$ cat src/rtl/flit_credit_sender.sv
// flit_credit_sender: valid/ready to credit-based send/credit adapter with a 2-entry skid FIFO.
// Define FLIT_CREDIT_SENDER_CHECK_EN to enable the sticky credit_err overflow flag and its assertion.
module flit_credit_sender #(
   parameter int FLIT_WIDTH = 128,
   parameter int DEST_WIDTH = 4,
   parameter int FLIT_BUFFER_DEPTH = 4,
   localparam int CNT_WIDTH = $clog2(FLIT_BUFFER_DEPTH + 1)
) (
   input  logic                  clk_noc,
   input  logic                  rst_n,
   input  logic                  in_valid,
   output logic                  in_ready,
   input  logic [FLIT_WIDTH-1:0] in_data,
   input  logic [DEST_WIDTH-1:0] in_dest,
   input  logic                  in_is_tail,
   output logic [FLIT_WIDTH-1:0] data_out,
   output logic [DEST_WIDTH-1:0] dest_out,
   output logic                  is_tail_out,
   output logic                  send_out,
   input  logic                  credit_in,
   output logic [CNT_WIDTH-1:0]  credits,
   output logic                  credit_err
);
   localparam int EW = FLIT_WIDTH + DEST_WIDTH + 1;
   localparam logic [CNT_WIDTH-1:0] FULL = CNT_WIDTH'(FLIT_BUFFER_DEPTH);

   logic [EW-1:0]        mem [2];
   logic [1:0]           occ;
   logic                 rd_ptr, wr_ptr;
   logic [CNT_WIDTH-1:0] cnt;
   logic                 push, send, overflow;

   assign in_ready = ~occ[1];
   assign push     = in_valid & in_ready;
   assign send     = (occ != 2'd0) & (cnt != '0);
   assign overflow = credit_in & ~send & (cnt == FULL);
   assign credits  = cnt;

   always_ff @(posedge clk_noc or negedge rst_n)
      if (!rst_n) begin
         occ         <= 2'd0;
         rd_ptr      <= 1'b0;
         wr_ptr      <= 1'b0;
         cnt         <= FULL;
         send_out    <= 1'b0;
         data_out    <= '0;
         dest_out    <= '0;
         is_tail_out <= 1'b0;
      end else begin
         occ      <= occ + {1'b0, push} - {1'b0, send};
         send_out <= send;
         if (push) wr_ptr <= ~wr_ptr;
         if (send) begin
            rd_ptr                              <= ~rd_ptr;
            {data_out, dest_out, is_tail_out}   <= mem[rd_ptr];
         end
         // a credit at full count with no send is dropped: the counter saturates
         cnt <= overflow ? cnt : cnt + CNT_WIDTH'(credit_in) - CNT_WIDTH'(send);
      end

   always_ff @(posedge clk_noc)
      if (push) mem[wr_ptr] <= {in_data, in_dest, in_is_tail};

`ifdef FLIT_CREDIT_SENDER_CHECK_EN
   logic err;

   always_ff @(posedge clk_noc or negedge rst_n)
      if (!rst_n) err <= 1'b0;
      else if (overflow) err <= 1'b1;

   assign credit_err = err;

   always_ff @(posedge clk_noc)
      if (rst_n) assert (!overflow);
`else
   assign credit_err = 1'b0;
`endif
endmodule

$ cat config.mk
export PLATFORM = sky130hd
export DESIGN_NAME = flit_credit_sender
export DESIGN_NICKNAME = d
export VERILOG_FILES = /design/src/rtl/flit_credit_sender.sv
export SDC_FILE = /design/constraint.sdc
export NUM_CORES = 1
export LEC_CHECK = 0
export ABC_CLOCK_PERIOD_IN_PS = 7400
export BUFFER_PORTS_ARGS = -buffer_cell sky130_fd_sc_hd__buf_4
export CAP_MARGIN = 20
export CORE_AREA = 5 5 210 212
export CTS_CLUSTER_SIZE = 28
export DETAILED_ROUTE_END_ITERATION = 8
export DIE_AREA = 0 0 215 217
export PLACE_DENSITY_LB_ADDON = 0.3
export SLEW_MARGIN = 20
export SYNTH_ARGS = -nofsm -noshare
export SYNTH_HDL_FRONTEND = slang
export SYNTH_SLANG_ARGS = --single-unit
$ cat constraint.sdc
create_clock -name clk_noc -period 7.4 [get_ports clk_noc]
set_input_delay 1.11 -clock clk_noc [delete_from_list [all_inputs] [get_ports clk_noc]]
set_output_delay 1.11 -clock clk_noc [all_outputs]
set_load 0.01 [all_outputs]
==> results.py, run 1 <==
metrics = {
    "outcome": {
        "status": "finished clean",
    },
    "placed_design": {
        "number_of_port_buffers": 274,
        "place_ws_ns": 4.41,
        "detailed_place_hpwl_um": 19000,
        "finalWeightedCongestion": 0.726,
    },
    "critical_path": {
        "critPathRequiredTime_ns": 7.78,
        "crit_path_cell_trace": "o32ai_4 -> buf_4 -> buf_4 -> o21ai_0",
        "worst-endpoint-arrival_ns": 3.20,
        "critical_path.slowest_cell": "buf_4",
        "critPathMostFrequentCell": "buf_4",
        "startpoint_type": "flip-flop",
        "timing.critical_path.to_type": "flip-flop",
        "critical_path_class": "reg -> reg",
        "critical-path-max-stage-delay_ns": 0.77,
        "reg2reg_setup_slack_ns": 4.59,
        "path_max_fanout": 96,
        "worstReg2RegEnd": "data_out[113]",
        "worstRegToRegCells": 4,
        "rr_startpoint": "credits[1]",
    },
    "sta": {
        "setup_violations": 0,
        "timing_worst_slew_pin_value_ns": 0.969,
        "slew_headroom": 0.354,
        "finClkSkew_ns": 0.0180,
        "rsz0062_at_grt": "no",
        "max_freq_ghz": 0.356,
        "timing_hold_violations_final": 0,
        "slew_viol_final": 0,
        "final_min_period_over_clock_period": 0.380,
        "fin_tns_setup_ns": 0,
        "fin_crit_ns": 2.81,
        "timing.final.ws_setup_ns": 4.59,
    },
    "logic_synthesis": {
        "synth_top_cell_area_share": 0.550,
        "synth.area.top_cells": "edfxtp_1 55%, dfrtp_1 24%, mux2i_1 9.2%, nand2_1 3.5%, o21ai_0 3.0%",
        "yosysWarnings": 0,
        "mappedNetlistArea_um2": 14500,
        "yosys_register_bits": 407,
        "synthesis.nets": 1019,
        "share_of_synthesized_area_occupied_by_flip_flops_and_latches": 0.793,
        "synthesis.instances": 879,
        "avgSynthCellArea_um2": 16.5,
        "synthDominantAreaCellType": "edfxtp_1",
        "post_synth_num_cell_types": 28,
    },
    "detailed_routing": {
        "avgViaCountPerCell": 4.50,
        "drt_iter0_drc": 352,
        "vias": 7803,
        "drt_pre_antenna_iters": 4,
        "wirelength_um": 31000,
        "route.detailed.drc": 0,
        "antenna_left": 0,
        "drt-wirelength-per-cell_um": 17.8,
    },
    "grt": {
        "first_global_vias": 8163,
        "antenna_violations_before_repair": 1,
        "grt_max_degree": 134,
        "gr-total-overflow": 0,
        "global_route_wire_length_before_repair_um": 47100,
        "grt_use_total": 0.129,
    },
    "pwr": {
        "cellPowerDensity_nw_per_um2": 441,
        "total_leakage_power_nw": 7.50,
        "seqPwrFrac": 0.442,
        "pwr-share-clk": 0.258,
        "intPower_w": 0.00553,
        "power.share.combinational": 0.300,
        "worst_supply_voltage_drop_on_vdd_mv": 0.234,
        "switching_share": 0.321,
        "total_switching_power_w": 0.00262,
    },
    "floorplan": {
        "top_level_ports": 276,
        "core_area_um2": 41800,
        "floorplan.die.width_um": 215,
        "initial_utilization": 0.348,
        "die_area_um2": 46700,
        "die_height_um": 217,
        "floorplan.rows": 75,
    },
    "layout": {
        "final_layout_size_suffix_gt1_frac": 0.297,
        "number_of_nets_in_the_layout": 1304,
        "layout-area-overhead-vs-synth_pct": 27.2,
        "n_antenna_cell": 0,
    },
    "clock_network": {
        "clock_insertion_delay_worst_skew_ns": 0.55,
        "cts_root_buf": "clkbuf_16",
        "clock_tree.buffer_depth": 3,
        "depth_of_the_cts_h_tree": 2,
        "holdBufCountCts": 0,
        "numCtsBuffers": 45,
        "clkSlewWorstSetupHoldPaths_ns": 0.06,
        "post_cts_buffers": 0,
        "clock_tree_from_tritoncts": "done",
        "cts_repair_resize_count": 0,
        "tritoncts_num_sinks": 407,
    },
    "job": {
        "cap_viol_max_count": 0,
    },
    "worst_hold_path": {
        "end_point_of_the_most_critical_hold_path": "data_out[13]",
        "min_delay_path_depth": 2,
        "worst_hold_path_type": "reg -> reg",
        "worst_hold_startpoint": "data_out[13]",
    },
}
==> power groups by stage <==
stage               sequential, W  combinational, W  clock (W)
finish                    0.00360           0.00244    0.00210
global route              0.00368           0.00272    0.00228
CTS                       0.00362           0.00252    0.00219
detailed placement        0.00365           0.00252          0
global placement          0.00363           0.00247          0
floorplan                 0.00373           0.00141          0
==> critical path, delay by kind of cell, from the launching register on <==
family / cells / cell delay, ns
AO/OA/AOI/OAI: 2 / 0.54
buffers and inverters: 2 / 1.51
flip-flops: 1 / 0.48
==> placed cells by master (no fill, tap or decap), types with 2 or more instances in the layout <==
cell type / netlist / routed
inv_1: 3 / 3
o21ai_0: 87 / 87
dfrtp_1: 140 / 139
edfxtp_1: 266 / 266
o21ai_1: 46 / 46
nor2_1: 4 / 3
clkbuf_16: 0 / 46
clkbuf_1: 8 / 7
bufinv_16: 0 / 2
clkbuf_8: 0 / 5
mux2i_1: 134 / 134
buf_4: 3 / 280
buf_6: 12 / 2
clkinvlp_4: 0 / 3
nand2_1: 135 / 135
ha_1: 2 / 2
clkinv_1: 0 / 5
xnor2_1: 5 / 5
clkinv_2: 0 / 9
==> metrics by stage <==
| step | util | cell area (um^2) | hold WS, ns | power [W] | cells |
|---|---|---|---|---|---|
| global placement | 0.409 | 17100 | 0.463 | 0.00611 | 1656 |
| global route | 0.442 | 18500 | 0.513 | 0.00868 | 1735 |
| detailed placement | 0.409 | 17100 | 0.472 | 0.00618 | 1656 |
| floorplan | - | 14500 | 0.461 | 0.00514 | 879 |
| finish | 0.442 | 18500 | 0.478 | 0.00814 | 1735 |
| CTS | 0.442 | 18500 | 0.485 | 0.00832 | 1735 |
==> area by class of cell <==
class / instances / area [um^2]
Inverter: 3 / 11.3
Clock inverter: 21 / 164
Multi-Input combinational cell: 424 / 2720
Clock buffer: 58 / 1250
Sequential cell: 407 / 11500
Fill cell: 3706 / 23300
Timing Repair Buffer: 283 / 2140
Tap cell: 539 / 674
==> cells in the mapped netlist (all sizes together) <==
cell	n
edfxtp	266
dfrtp	140
nand2	135
mux2i	134
o21ai	133
buf	32
clkbuf	13
xnor2	5
nor2	4
inv	3
ha	2
a21o	1
and2	1
and3	1
conb	1
dfstp	1
fa	1
nand4	1
nor2b	1
nor3	1
nor3b	1
o32ai	1
xor2	1
==> per-layer routing <==
| metal | share of wire | routed length (um) | global-route usage | vias to the layer above |
|---|---|---|---|---|
| met5 | 0.00023 | 7 | 0 | - |
| met4 | 0.023 | 724 | 0.0390 | 2 |
| met3 | 0.066 | 2040 | 0.0402 | 54 |
| met2 | 0.49 | 15200 | 0.218 | 199 |
| met1 | 0.42 | 13000 | 0.162 | 3783 |
| li1 | - | - | - | 3765 |
==> worst max-delay path by stage <==
stage	startpoint	endpoint	slack, ns	depth (start not counted)
floorplan	in_valid	mem[0][0]	0.03	2
global placement	in_valid	mem[1][90]	4.41	3
detailed placement	in_valid	mem[1][90]	4.41	3
CTS	credits[1]	data_out[115]	4.53	4
global route	credits[1]	data_out[115]	4.30	4
finish	credits[1]	data_out[113]	4.59	4
==> logic make-up after synthesis <==
kind of cell | after synthesis | synth area share
fa+ha+maj | 3 | 0.00310
mux | 134 | 0.0924
simple gates | 145 | 0.0385
xor+xnor | 6 | 0.00362
buf+inv | 48 | 0.0209
other cells | 1 | 0.000258
compound gates | 135 | 0.0482
flops | 407 | 0.793
==> registers in the layout, summed over array words and instances (netlist names) <==
name         cells
wr_ptr           1
rd_ptr           1
is_tail_out      1
occ              2
send_out         1
data_out       128
dest_out         4
credits          3
mem            266
Power figures use the tool's default switching activity.
==> run 2: changes to the inputs <==
Settings changed: ABC_AREA set to 1, ABC_CLOCK_PERIOD_IN_PS 7400 to 2500, CORE_AREA 5 5 210 212 to 5 5 216 218, DIE_AREA 0 0 215 217 to 0 0 221 223.
Clock period 7.4 ns to 2.5 ns, I/O delays scaled along.
==> run 2 against run 1 <==
  * Synthesized area grew 5.5%
  * Cell count up 21%
  * Combinational power increased to 4.0 times the previous value
  * Largest power group unchanged
==> results.py, run 2 <==
metrics = {
    "outcome": {
        "status": "finished clean",
    },
    "clock_network": {
        "depth_of_the_cts_h_tree": 2,
        "cts_root_buf": "clkbuf_16",
        "tritoncts_num_sinks": 407,
        "clock_tree.buffer_depth": 3,
        "numCtsBuffers": 44,
        "clock_tree_from_tritoncts": "done",
        "post_cts_buffers": 0,
        "clkSlewWorstSetupHoldPaths_ns": 0.06,
        "clock_insertion_delay_worst_skew_ns": 0.55,
    },
    "detailed_routing": {
        "vias": 9576,
        "antenna_left": 0,
        "drt_iter0_drc": 561,
        "wirelength_um": 37900,
        "route.detailed.drc": 0,
        "avgViaCountPerCell": 4.57,
        "drt_pre_antenna_iters": 5,
        "drt-wirelength-per-cell_um": 18.1,
    },
    "pwr": {
        "total_leakage_power_nw": 8.38,
        "cellPowerDensity_nw_per_um2": 1260,
        "worst_supply_voltage_drop_on_vdd_mv": 0.798,
        "design_power_total_w": 0.0262,
    },
    "floorplan": {
        "die_height_um": 223,
        "floorplan.rows": 78,
        "floorplan.die.width_um": 221,
        "initial_utilization": 0.343,
        "die_area_um2": 49300,
        "top_level_ports": 276,
        "core_area_um2": 44700,
    },
    "worst_hold_path": {
        "worst_hold_startpoint": "credit_in",
        "end_point_of_the_most_critical_hold_path": "credits[2]",
        "worst_hold_path_type": "in -> reg",
        "min_delay_path_depth": 3,
    },
    "logic_synthesis": {
        "synth.area.top_cells": "edfxtp_1 52%, dfrtp_1 23%, nand2_1 6.7%, o211ai_2 4.9%, o211ai_1 3.6%",
        "synthesis.nets": 1180,
        "avgSynthCellArea_um2": 14.7,
        "yosysWarnings": 0,
        "synthDominantAreaCellType": "edfxtp_1",
        "netlist_top_cells_count": "274 x nand2_1, 266 x edfxtp_1, 140 x dfrtp_1",
        "synth_most_common_cell": "nand2_1",
        "synth_top_cell_area_share": 0.522,
        "share_of_synthesized_area_occupied_by_flip_flops_and_latches": 0.752,
        "post_synth_num_cell_types": 27,
        "yosys_register_bits": 407,
        "post_synth_edffs": 266,
        "mappedNetlistArea_um2": 15300,
        "synthesis.instances": 1040,
        "asyncSetResetFlopFracSynth": 0.346,
        "synth_flop_cell": "edfxtp_1",
    },
    "placed_design": {
        "placement.cell_area_um2": 18100,
        "number_of_port_buffers": 274,
        "finalWeightedCongestion": 0.716,
        "detailed_place_hpwl_um": 22300,
    },
    "layout": {
        "final_core_utilization": 0.465,
        "number_of_nets_in_the_layout": 1601,
        "layout.cells.most_common_list": "287 x buf_4, 273 x nand2_1, 266 x edfxtp_1",
        "regMostFlops": "mem",
        "reg.largest.list": "mem: 266 flops, data_out: 128 flops, dest_out: 4 flops",
        "number_of_flip_flops_under_the_largest_register_name": 266,
        "final_layout_size_suffix_gt1_frac": 0.336,
        "layout-area-overhead-vs-synth_pct": 35.6,
        "final_area_um2": 20800,
        "leading_cell_type_in_the_layout_fill_and_taps_excluded": "buf_4",
    },
    "critical_path": {
        "critical_path.slowest_cell": "buf_4",
        "rr_startpoint": "credits[1]",
        "timing.critical_path.to_type": "flip-flop",
        "worstReg2RegEnd": "rd_ptr",
        "worstRegToRegCells": 6,
        "crit_path_cell_trace": "nor2_4 -> nand2_4 -> nand2_4 -> buf_4 -> buf_4 -> xor2_1",
        "worst-endpoint-arrival_ns": 2.53,
        "reg2reg_setup_slack_ns": 0.43,
        "critPathRequiredTime_ns": 2.97,
        "critical-path-max-stage-delay_ns": 0.50,
        "startpoint_type": "flip-flop",
        "path_max_fanout": 41,
        "critical_path_class": "reg -> reg",
    },
    "job": {
        "cap_viol_max_count": 0,
    },
    "grt": {
        "antenna_violations_before_repair": 2,
        "first_global_vias": 10409,
        "grt_max_degree": 134,
        "grt_use_total": 0.151,
        "gr-total-overflow": 0,
        "global_route_wire_length_before_repair_um": 59400,
    },
    "sta": {
        "finClkSkew_ns": 0.0134,
        "timing_hold_violations_final": 0,
        "setup_violations": 0,
        "hold-worst-slack_ns": 0.130,
        "slew_headroom": 0.396,
        "rsz0062_at_grt": "no",
        "timing_worst_slew_pin_value_ns": 0.905,
        "max_freq_ghz": 0.484,
        "slew_viol_final": 0,
        "fin_crit_ns": 2.07,
        "final_min_period_over_clock_period": 0.827,
    },
}
run 2: cell types whose count changed in the layout (fill, tap and decap cells not counted), moves of 11 or more:
| cell | before | now |
|---|---|---|
| o21ai_0 | 87 | 0 |
| mux2i_1 | 134 | 0 |
| o211ai_2 | 0 | 60 |
| nand2_1 | 135 | 273 |
| dlygate4sd3_1 | 0 | 134 |
| o21ai_1 | 46 | 0 |
| or2_1 | 0 | 60 |
| or2_2 | 0 | 73 |
| buf_12 | 1 | 12 |
| o211ai_1 | 0 | 73 |
run 2: cell families after synthesis:
group,Yosys count,share of synthesized area
AND/OR/NAND/NOR,421,0.127
flip-flops,407,0.752
AO/OA/AOI/OAI,133,0.0848
buffers and inverters,70,0.0301
XOR/XNOR,5,0.00286
adder cells (fa/ha/maj),3,0.00294
other,1,0.000245
run 2: final cells by class:
type / instances / area [um^2]
repair buffers: 434 / 3750
fillers: 3967 / 23900
inverters: 11 / 48.8
well taps: 600 / 751
clock buffers: 60 / 1200
diodes: 1 / 2.50
multi-input cells: 563 / 3360
flip-flops and latches: 407 / 11500
clock inverters: 18 / 138
run 2: per-layer routing:
metal  routed length (um)  global-route usage  up-vias  part of all wire
met5                   11                   0        -           0.00029
met1                16400               0.195     4775              0.43
met3                 2060              0.0328       52             0.054
met2                18700               0.259      241              0.49
li1                     -                   -     4506                 -
met4                  784              0.0436        2             0.021
run 2: power breakdown:
part	total (W)	internal [W]	switching [W]
clock network	0.00610	0.00356	0.00254
registers	0.0105	0.00946	0.00103
logic	0.00964	0.00400	0.00563
run 2: how the worst max path moves through the flow:
stage	endpoint	slack (ns)	startpoint	depth (start not counted)
final	rd_ptr	0.43	credits[1]	6
after global routing	data_out[26]	0.24	credits[1]	7
after CTS	rd_ptr	0.40	credits[1]	6
after detailed placement	rd_ptr	0.42	credits[1]	6
after global placement	rd_ptr	0.46	credits[1]	6
after floorplan	mem[0][0]	-0.52	occ[1]	3
run 2: repair_timing:
action / 4_1_cts / 5_1_grt
hold endpoints to repair: 320 / 0
resized for setup: 0 / 0
hold buffers: 134 / 0
endpoints found under the setup margin: 0 / 0
run 2: metrics by stage:
step                setup TNS (ns)  std cells  setup WS (ns)
finish                           0       2094          0.433
global route                     0       2093          0.244
CTS                              0       2093          0.402
detailed placement               0       1881          0.424
global placement                 0       1881          0.464
floorplan                  -134.73       1040         -0.516
run 2: critical path, delay by kind of cell (launching register included):
kind | cells | cell delay (ns)
XOR/XNOR | 1 | 0.18
buffers and inverters | 2 | 0.94
flip-flops | 1 | 0.47
AND/OR/NAND/NOR | 3 | 0.35
